<file path="src/rtl/alu_op_sequencer.sv">
// alu_op_sequencer
//   Command-side initiator for the 32-bit combinational ALU. It accepts one
//   operand/opcode command at a time, presents it to the ALU for a single
//   EXEC cycle, and captures the result into a held response. A result
//   accumulator lets commands chain. A wrapping counter tracks completed
//   responses.
//
// Ports
//   clk, reset                 rising-edge clock, async active-high reset
//   cmd_valid / cmd_ready      command handshake
//   cmd_opcode, cmd_a, cmd_b   command opcode and operands
//   cmd_use_acc                take operand a from the accumulator
//   alu_a, alu_b, alu_opcode   drive the ALU (opcode is NOOP outside EXEC)
//   alu_result, alu_zero       ALU outputs, sampled at the end of EXEC
//   rsp_valid / rsp_ready      response handshake
//   rsp_result, rsp_zero       response payload
//   rsp_err                    opcode not supported
//   acc_out                    current accumulator
//   rsp_count                  completed responses (wraps)
//   busy                       high in EXEC or RESP
module alu_op_sequencer #(
  parameter int WIDTH = 32,
  parameter int OPW   = 4,
  parameter int CNTW  = 16
) (
  input  logic             clk,
  input  logic             reset,
  input  logic             cmd_valid,
  output logic             cmd_ready,
  input  logic [OPW-1:0]   cmd_opcode,
  input  logic [WIDTH-1:0] cmd_a,
  input  logic [WIDTH-1:0] cmd_b,
  input  logic             cmd_use_acc,
  output logic [WIDTH-1:0] alu_a,
  output logic [WIDTH-1:0] alu_b,
  output logic [OPW-1:0]   alu_opcode,
  input  logic [WIDTH-1:0] alu_result,
  input  logic             alu_zero,
  output logic             rsp_valid,
  input  logic             rsp_ready,
  output logic [WIDTH-1:0] rsp_result,
  output logic             rsp_zero,
  output logic             rsp_err,
  output logic [WIDTH-1:0] acc_out,
  output logic [CNTW-1:0]  rsp_count,
  output logic             busy
);

  localparam logic [OPW-1:0] OP_NOOP  = OPW'(0);
  localparam logic [OPW-1:0] OP_RESET = OPW'(1);
  localparam logic [OPW-1:0] OP_OR    = OPW'(3);
  localparam logic [OPW-1:0] OP_AND   = OPW'(5);
  localparam logic [OPW-1:0] OP_ADD   = OPW'(6);
  localparam logic [OPW-1:0] OP_SUB   = OPW'(8);
  localparam logic [OPW-1:0] OP_EQ    = OPW'(12);
  localparam logic [OPW-1:0] OP_GT    = OPW'(13);
  localparam logic [OPW-1:0] OP_LT    = OPW'(14);

  typedef enum logic [1:0] {
    S_IDLE,
    S_EXEC,
    S_RESP
  } state_t;

  state_t           state_q;
  logic             cmd_ready_q;
  logic             busy_q;
  logic [WIDTH-1:0] alu_a_q;
  logic [WIDTH-1:0] alu_b_q;
  logic [OPW-1:0]   alu_opcode_q;
  logic [OPW-1:0]   op_q;
  logic             rsp_valid_q;
  logic [WIDTH-1:0] rsp_result_q;
  logic             rsp_zero_q;
  logic             rsp_err_q;
  logic [WIDTH-1:0] acc_q;
  logic [CNTW-1:0]  rsp_count_q;

  always_ff @(posedge clk or posedge reset) begin
    if (reset) begin
      state_q      <= S_IDLE;
      cmd_ready_q  <= 1'b1;
      busy_q       <= 1'b0;
      alu_a_q      <= '0;
      alu_b_q      <= '0;
      alu_opcode_q <= '0;
      op_q         <= '0;
      rsp_valid_q  <= 1'b0;
      rsp_result_q <= '0;
      rsp_zero_q   <= 1'b0;
      rsp_err_q    <= 1'b0;
      acc_q        <= '0;
      rsp_count_q  <= '0;
    end else begin
      case (state_q)
        S_IDLE: begin
          if (cmd_valid && cmd_ready_q) begin
            // alu_a/alu_b double as the latched operands and hold afterwards.
            alu_a_q      <= cmd_use_acc ? acc_q : cmd_a;
            alu_b_q      <= cmd_b;
            alu_opcode_q <= cmd_opcode;
            op_q         <= cmd_opcode;
            cmd_ready_q  <= 1'b0;
            busy_q       <= 1'b1;
            state_q      <= S_EXEC;
          end
        end

        S_EXEC: begin
          alu_opcode_q <= OP_NOOP;
          rsp_valid_q  <= 1'b1;
          state_q      <= S_RESP;
          case (op_q)
            OP_OR, OP_AND, OP_ADD, OP_SUB, OP_EQ, OP_GT, OP_LT: begin
              rsp_result_q <= alu_result;
              rsp_zero_q   <= alu_zero;
              rsp_err_q    <= 1'b0;
              acc_q        <= alu_result;
            end
            OP_NOOP: begin
              rsp_result_q <= acc_q;
              rsp_zero_q   <= (acc_q == '0);
              rsp_err_q    <= 1'b0;
            end
            OP_RESET: begin
              rsp_result_q <= '0;
              rsp_zero_q   <= 1'b1;
              rsp_err_q    <= 1'b0;
              acc_q        <= '0;
            end
            default: begin
              rsp_result_q <= '0;
              rsp_zero_q   <= 1'b1;
              rsp_err_q    <= 1'b1;
            end
          endcase
        end

        S_RESP: begin
          // Returning to IDLE (not accepting here) keeps one command in flight.
          if (rsp_ready) begin
            rsp_valid_q <= 1'b0;
            rsp_count_q <= rsp_count_q + CNTW'(1);
            cmd_ready_q <= 1'b1;
            busy_q      <= 1'b0;
            state_q     <= S_IDLE;
          end
        end

        default: begin
          state_q <= S_IDLE;
        end
      endcase
    end
  end

  assign cmd_ready  = cmd_ready_q;
  assign busy       = busy_q;
  assign alu_a      = alu_a_q;
  assign alu_b      = alu_b_q;
  assign alu_opcode = alu_opcode_q;
  assign rsp_valid  = rsp_valid_q;
  assign rsp_result = rsp_result_q;
  assign rsp_zero   = rsp_zero_q;
  assign rsp_err    = rsp_err_q;
  assign acc_out    = acc_q;
  assign rsp_count  = rsp_count_q;

endmodule
</file>
<file path="config.mk">
export PLATFORM = sky130hd
export DESIGN_NAME = alu_op_sequencer
export DESIGN_NICKNAME = d
export VERILOG_FILES = /design/src/rtl/alu_op_sequencer.sv
export SDC_FILE = /design/constraint.sdc
export NUM_CORES = 1
export LEC_CHECK = 0
export CAP_MARGIN = 40
export CORE_UTILIZATION = 40
export DETAILED_ROUTE_END_ITERATION = 8
export GPL_ROUTABILITY_DRIVEN = 0
export GPL_TIMING_DRIVEN = 0
export PLACE_DENSITY = 0.84
export SYNTH_ARGS = -nofsm -noshare
export SYNTH_HDL_FRONTEND = slang
export SYNTH_SLANG_ARGS = --single-unit
</file>
<file path="constraint.sdc">
create_clock -name clk -period 9.99 [get_ports clk]
set_input_delay 2.4975 -clock clk [delete_from_list [all_inputs] [get_ports clk]]
set_output_delay 2.4975 -clock clk [all_outputs]
set_load 0.02 [all_outputs]
</file>
### Word-level counts from Yosys, hierarchy flattened

Cells that the tools add are included.

* flip-flop bits (word level): 159
* output and inout port bits: 153
* word-level logic and storage cells: 60
* bits of input ports: 106

* reductions and logical operators: 17
* add/subtract/negate cells: 1
* eq/ne operators: 12
* mux-type cells: 17

Operators with widths (count)
* 32-bit one-hot mux with 2 select lines: 2
* 32-bit zero test: 1
* 32-bit 2-to-1 mux: 1
* 16-bit by 1-bit adder with 16-bit output, second input constant: 1
* 4-bit == test, second input constant: 4
* 2-bit AND reduction: 6
* 9-bit OR reduction: 1
* 4-bit by 3-bit == test with 1-bit output, second input constant: 2
* 1-bit one-hot mux with 2 select lines: 4
* 4-bit one-hot mux with 2 select lines: 1
* 2-bit nonzero test: 4
* 7-bit OR reduction: 1
* 2-bit one-hot mux with 3 select lines: 1
* 1-bit 2-to-1 mux: 5
* 4-bit by 1-bit == test with 1-bit output, second input constant: 1
* 4-bit by 2-bit == test with 1-bit output, second input constant: 1
* 4-bit zero test: 1
* 2-bit 2-to-1 mux: 2
* 4-bit 2-to-1 mux: 1
* 2-bit inequality test, second input constant: 2
* 3-bit AND reduction: 1
* 2-bit by 1-bit == test with 1-bit output, second input constant: 1
* 2-bit == test, second input constant: 1
* 2-bit zero test: 1
* 1-bit logical AND: 1

### Depth between registers and ports, before layout

* depth after elaboration: 4
* mapped depth: 7
* gate-level depth less buffers: 5

### Worst setup path before layout

No wires, ideal clock.

* path type: input port to flip-flop
* from: input port cmd_valid
* to: register alu_b_q[10] (netlist: alu_b[10])
* setup slack: 6.382 ns
* stages on the path: 4
* buffers on the path: 1
* data required time: 9.865 ns
* library setup time: 0.125 ns
* arrival: 3.483 ns
* cells stage by stage: nand2_1 > nor3_2 > buf_2 > mux2_2

* word-level cells in the longest chain between the ends: 2

Ends and longest elaborated chain
* start: declaration: RTL line 28 `input logic cmd_valid,`
* 1-bit logical AND: RTL line 97 `if (cmd_valid && cmd_ready_q) begin`
* 2-bit AND reduction (no line)
* end signal: assignment: RTL line 100 `alu_b_q <= cmd_b;`
* end: declaration: RTL line 69 `logic [WIDTH-1:0] alu_b_q;`

Every way passes these cells.
A chain may end at the register's enable or synchronous reset.

### Final worst setup path

* from: register acc_q[25] (netlist: acc_out[25])
* to: output port acc_out[25]

RTL lines
* start: declaration: RTL line 76 `logic [WIDTH-1:0] acc_q;`
* start signal: assignment: RTL line 118 `acc_q <= alu_result;`
* end: declaration: RTL line 44 `output logic [WIDTH-1:0] acc_out,`

No word-level cell between the ends.

==> results by group <==
Status
  • Status: finished, final reports clean

Logic synthesis
  • Mapped Area: between 0.006 and 0.007 mm^2
  • Mapped Cells: between 500 and 600
  • #FFs+latches synth: approximately 160
  • Post-Syn Nets: roughly 660
  • Synth unique cells: 41
  • Post-synthesis sequential area ratio: 60.2%
  • Post-Syn Area per Cell: 12.0 um^2
  • Primary FF master, synth: dfrtp_1
  • Number of synthesized flops with an enable pin: 0
  • Synth warn: 0
  • Ys async rst share: 100%

Finish
  • Fillers: ~1300
  • Fraction of final layout cells sized beyond drive strength 1: about a tenth
  • Area Growth Syn to Fin: 52.5%
  • Final nets: 935
  • Antenna cells: 0
  • Most frequent cells in the layout: clkdlybuf4s50_1, dfrtp_1, nor2_1, a22o_1, mux2i_1
  • Most common cell after layout, fill and taps aside: clkdlybuf4s50_1

Clock network
  • Post-CTS Resized: 0
  • TritonCTS buffer count: 17
  • Clock tree buffer depth: 2
  • Setup Fix Bufs, Post-CTS: 0
  • CTS tree: done
  • Clock sinks: ~160
  • H-tree levels: 4
  • CTS hold repair buffers: 0
  • Clock transition at path regs: 0.06 ns
  • Worst-Skew Late Latency: approximately 0.4 ns
  • Root buf cell: clkbuf_16

Worst setup path
  • R2R Path End: rsp_result[18]
  • CP delay by family, top: buffers and inverters
  • Critical Setup Path Class: reg -> out
  • Buf/Inv on CP: 1
  • CP max stage delay: ~0.67 ns
  • R2r setup slk: roughly 8 ns
  • Reg2reg start: op_q[1]
  • Worst setup EP type: primary output
  • Worst-path cell chain: clkdlybuf4s50_1
  • CP Launch Type: flop
  • CP max-delay cell: clkdlybuf4s50_1
  • Crit Path Max Fanout: 5
  • CP Data Arrival Time: approximately 1.6 ns
  • Critical path required time: around 7.5 ns
  • R2R cell count: 5

Floorplan
  • Die Wd: roughly 130 um
  • FP Rows: 46
  • Total core area: roughly 0.016 mm^2
  • I/O pin cnt: between 200 and 300
  • Initial Utilization: between 40 and 50%
  • Die H: 131 um
  • Die Footprint: roughly 0.017 mm^2

Power
  • Clk network pwr share: approximately 19%
  • Max IR drop VDD: 0.198 mV
  • Sw frac: roughly two fifths
  • Power share of the combinational group: between 40% and 50%
  • Flop pwr share: ~33%
  • P_int: approximately 2.2 mW
  • Leak: about 4.3 nW
  • Pwr dens: about 350 mW/mm^2
  • Sw power: approximately 1.4 mW
  • Total power: 3.53 mW

Timing
  • Clk_skew: roughly 0.0076 ns
  • Slew @ Worst Pin: 0.867 ns
  • Final Hold Viols: 0
  • Final WS setup: between 5 and 6 ns
  • Fin crit share: between 40 and 50%
  • Clock period minus worst slack: slightly above 4 ns
  • Finish-stage setup viols: 0
  • TNS Setup: 0 ns
  • Unrepaired setup endpoints after global routing: false
  • Maximum clock rate: approximately 0.24 GHz
  • Final Max Tran Viols: 0
  • Max-slew headroom: 42.2%

GRT
  • First-pass GRT wire length: 31700 um
  • Largest net degree at the start of global routing: 91
  • Initial antenna violation count: 1
  • Vias in the first global route: 5655
  • GRT Total Usage: approximately a quarter
  • Grt ovf: 0

Worst hold path
  • Hold Crit Endpoint: rsp_count[15]
  • Tightest Hold Check Type: reg -> reg
  • Worst min-delay path startpoint: rsp_count[15]
  • WHS Path Cells: 1

Drt
  • Routed Antenna Nets: 0
  • Drt pass-1 iters: 4
  • Post-route DRC: 0
  • Wirelength per Cell: slightly below 20 um
  • Initial drt markers: a little under 400
  • Vias: ~5500
  • Final WL: ~21000 um
  • Via density: 5.27

Placement
  • Pre-CTS WS: around 5.6 ns
  • Post-DP HPWL: between 10000 and 15000 um
  • PortBufs: 257

Run
  • Maxcap violations: 0
[sequential cells by signal (all words and copies together) (netlist names), 2 cells and up]
| signal | count |
|---|---|
| state_q | 2 |
| rsp_result | 32 |
| alu_opcode | 4 |
| acc_out | 32 |
| alu_b | 32 |
| alu_a | 32 |
| op_q | 4 |
| rsp_count | 16 |
[logic make-up (layout without fill, tap and decap cells)]
group	after synthesis	in the layout	share of synthesized area, %
flip-flops	159	159	60.2
AND/OR/NAND/NOR	153	153	10.6
AO/OA/AOI/OAI	109	109	12.5
multiplexers	69	69	11.2
buffers and inverters	44	331	3.41
XOR/XNOR	15	15	1.99
adder cells (fa/ha/maj)	1	1	0.189
[how the worst max path moves through the flow]
| stage | from | to | cells past startpoint |
|---|---|---|---|
| 6_report | acc_out[25] | acc_out[25] | 1 |
| 3_5_place_dp | cmd_valid | alu_a[17] | 7 |
| 2_1_floorplan | reset | acc_out[0] | 1 |
| 5_1_grt | acc_out[25] | acc_out[25] | 1 |
| 3_3_place_gp | reset | alu_a[17] | 2 |
| 4_1_cts | acc_out[25] | acc_out[25] | 1 |
[power by group through the flow]
stage | combinational (mW) | sequential (mW) | clock [mW]
final | 1.70 | 1.17 | 0.651
after global placement | 1.67 | 1.16 | 0
after detailed placement | 1.71 | 1.18 | 0
after CTS | 1.72 | 1.17 | 0.665
after floorplan | 0.569 | 1.47 | 0
after global routing | 1.83 | 1.21 | 0.688
[cells in the mapped netlist, drive strengths merged (4+ instances only)]
cell type | count | area [um^2]
a21oi | 32 | 160
a221oi | 32 | 280
a22o | 36 | 315
and4 | 4 | 35.0
buf | 24 | 149
clkbuf | 15 | 57.6
dfrtp | 158 | 3950
inv | 5 | 18.8
mux2 | 35 | 394
mux2i | 34 | 344
nand2 | 16 | 60.1
nand3 | 4 | 20.0
nand4 | 5 | 31.3
nor2 | 100 | 375
nor3 | 4 | 25.0
nor4 | 9 | 71.3
xnor2 | 15 | 131
[metrics by stage]
stage          cell area, um^2  hold slack [ns]  util [%]  std cells
3_5_place_dp              9500            0.464      59.4       1025
2_1_floorplan             6610            0.521         -        550
6_report                 10100            0.471      63.0       1053
5_1_grt                  10100            0.516      63.0       1053
4_1_cts                  10100            0.478      63.0       1053
3_3_place_gp              9450            0.464      59.1       1023
[routing by layer]
layer | up-vias | GRT usage (%) | routed length (um)
met3 | 29 | 7.70 | 1530
met5 | - | 0 | 9
met2 | 213 | 40.6 | 10200
met1 | 2771 | 31.3 | 8620
met4 | 2 | 7.98 | 355
li1 | 2532 | - | -
[final cells by class]
| type | count | area (um^2) | area share (%) |
|---|---|---|---|
| Multi-Input combinational cell | 347 | 2400 | 23.9 |
| Timing Repair Buffer | 259 | 2610 | 25.9 |
| Inverter | 5 | 26.3 | 0.261 |
| Tap cell | 216 | 270 | 2.68 |
| Clock inverter | 7 | 113 | 1.12 |
| Sequential cell | 159 | 3980 | 39.5 |
| Clock buffer | 21 | 470 | 4.67 |
| Buffer | 39 | 206 | 2.05 |
(Power assumes the default switching activity.)
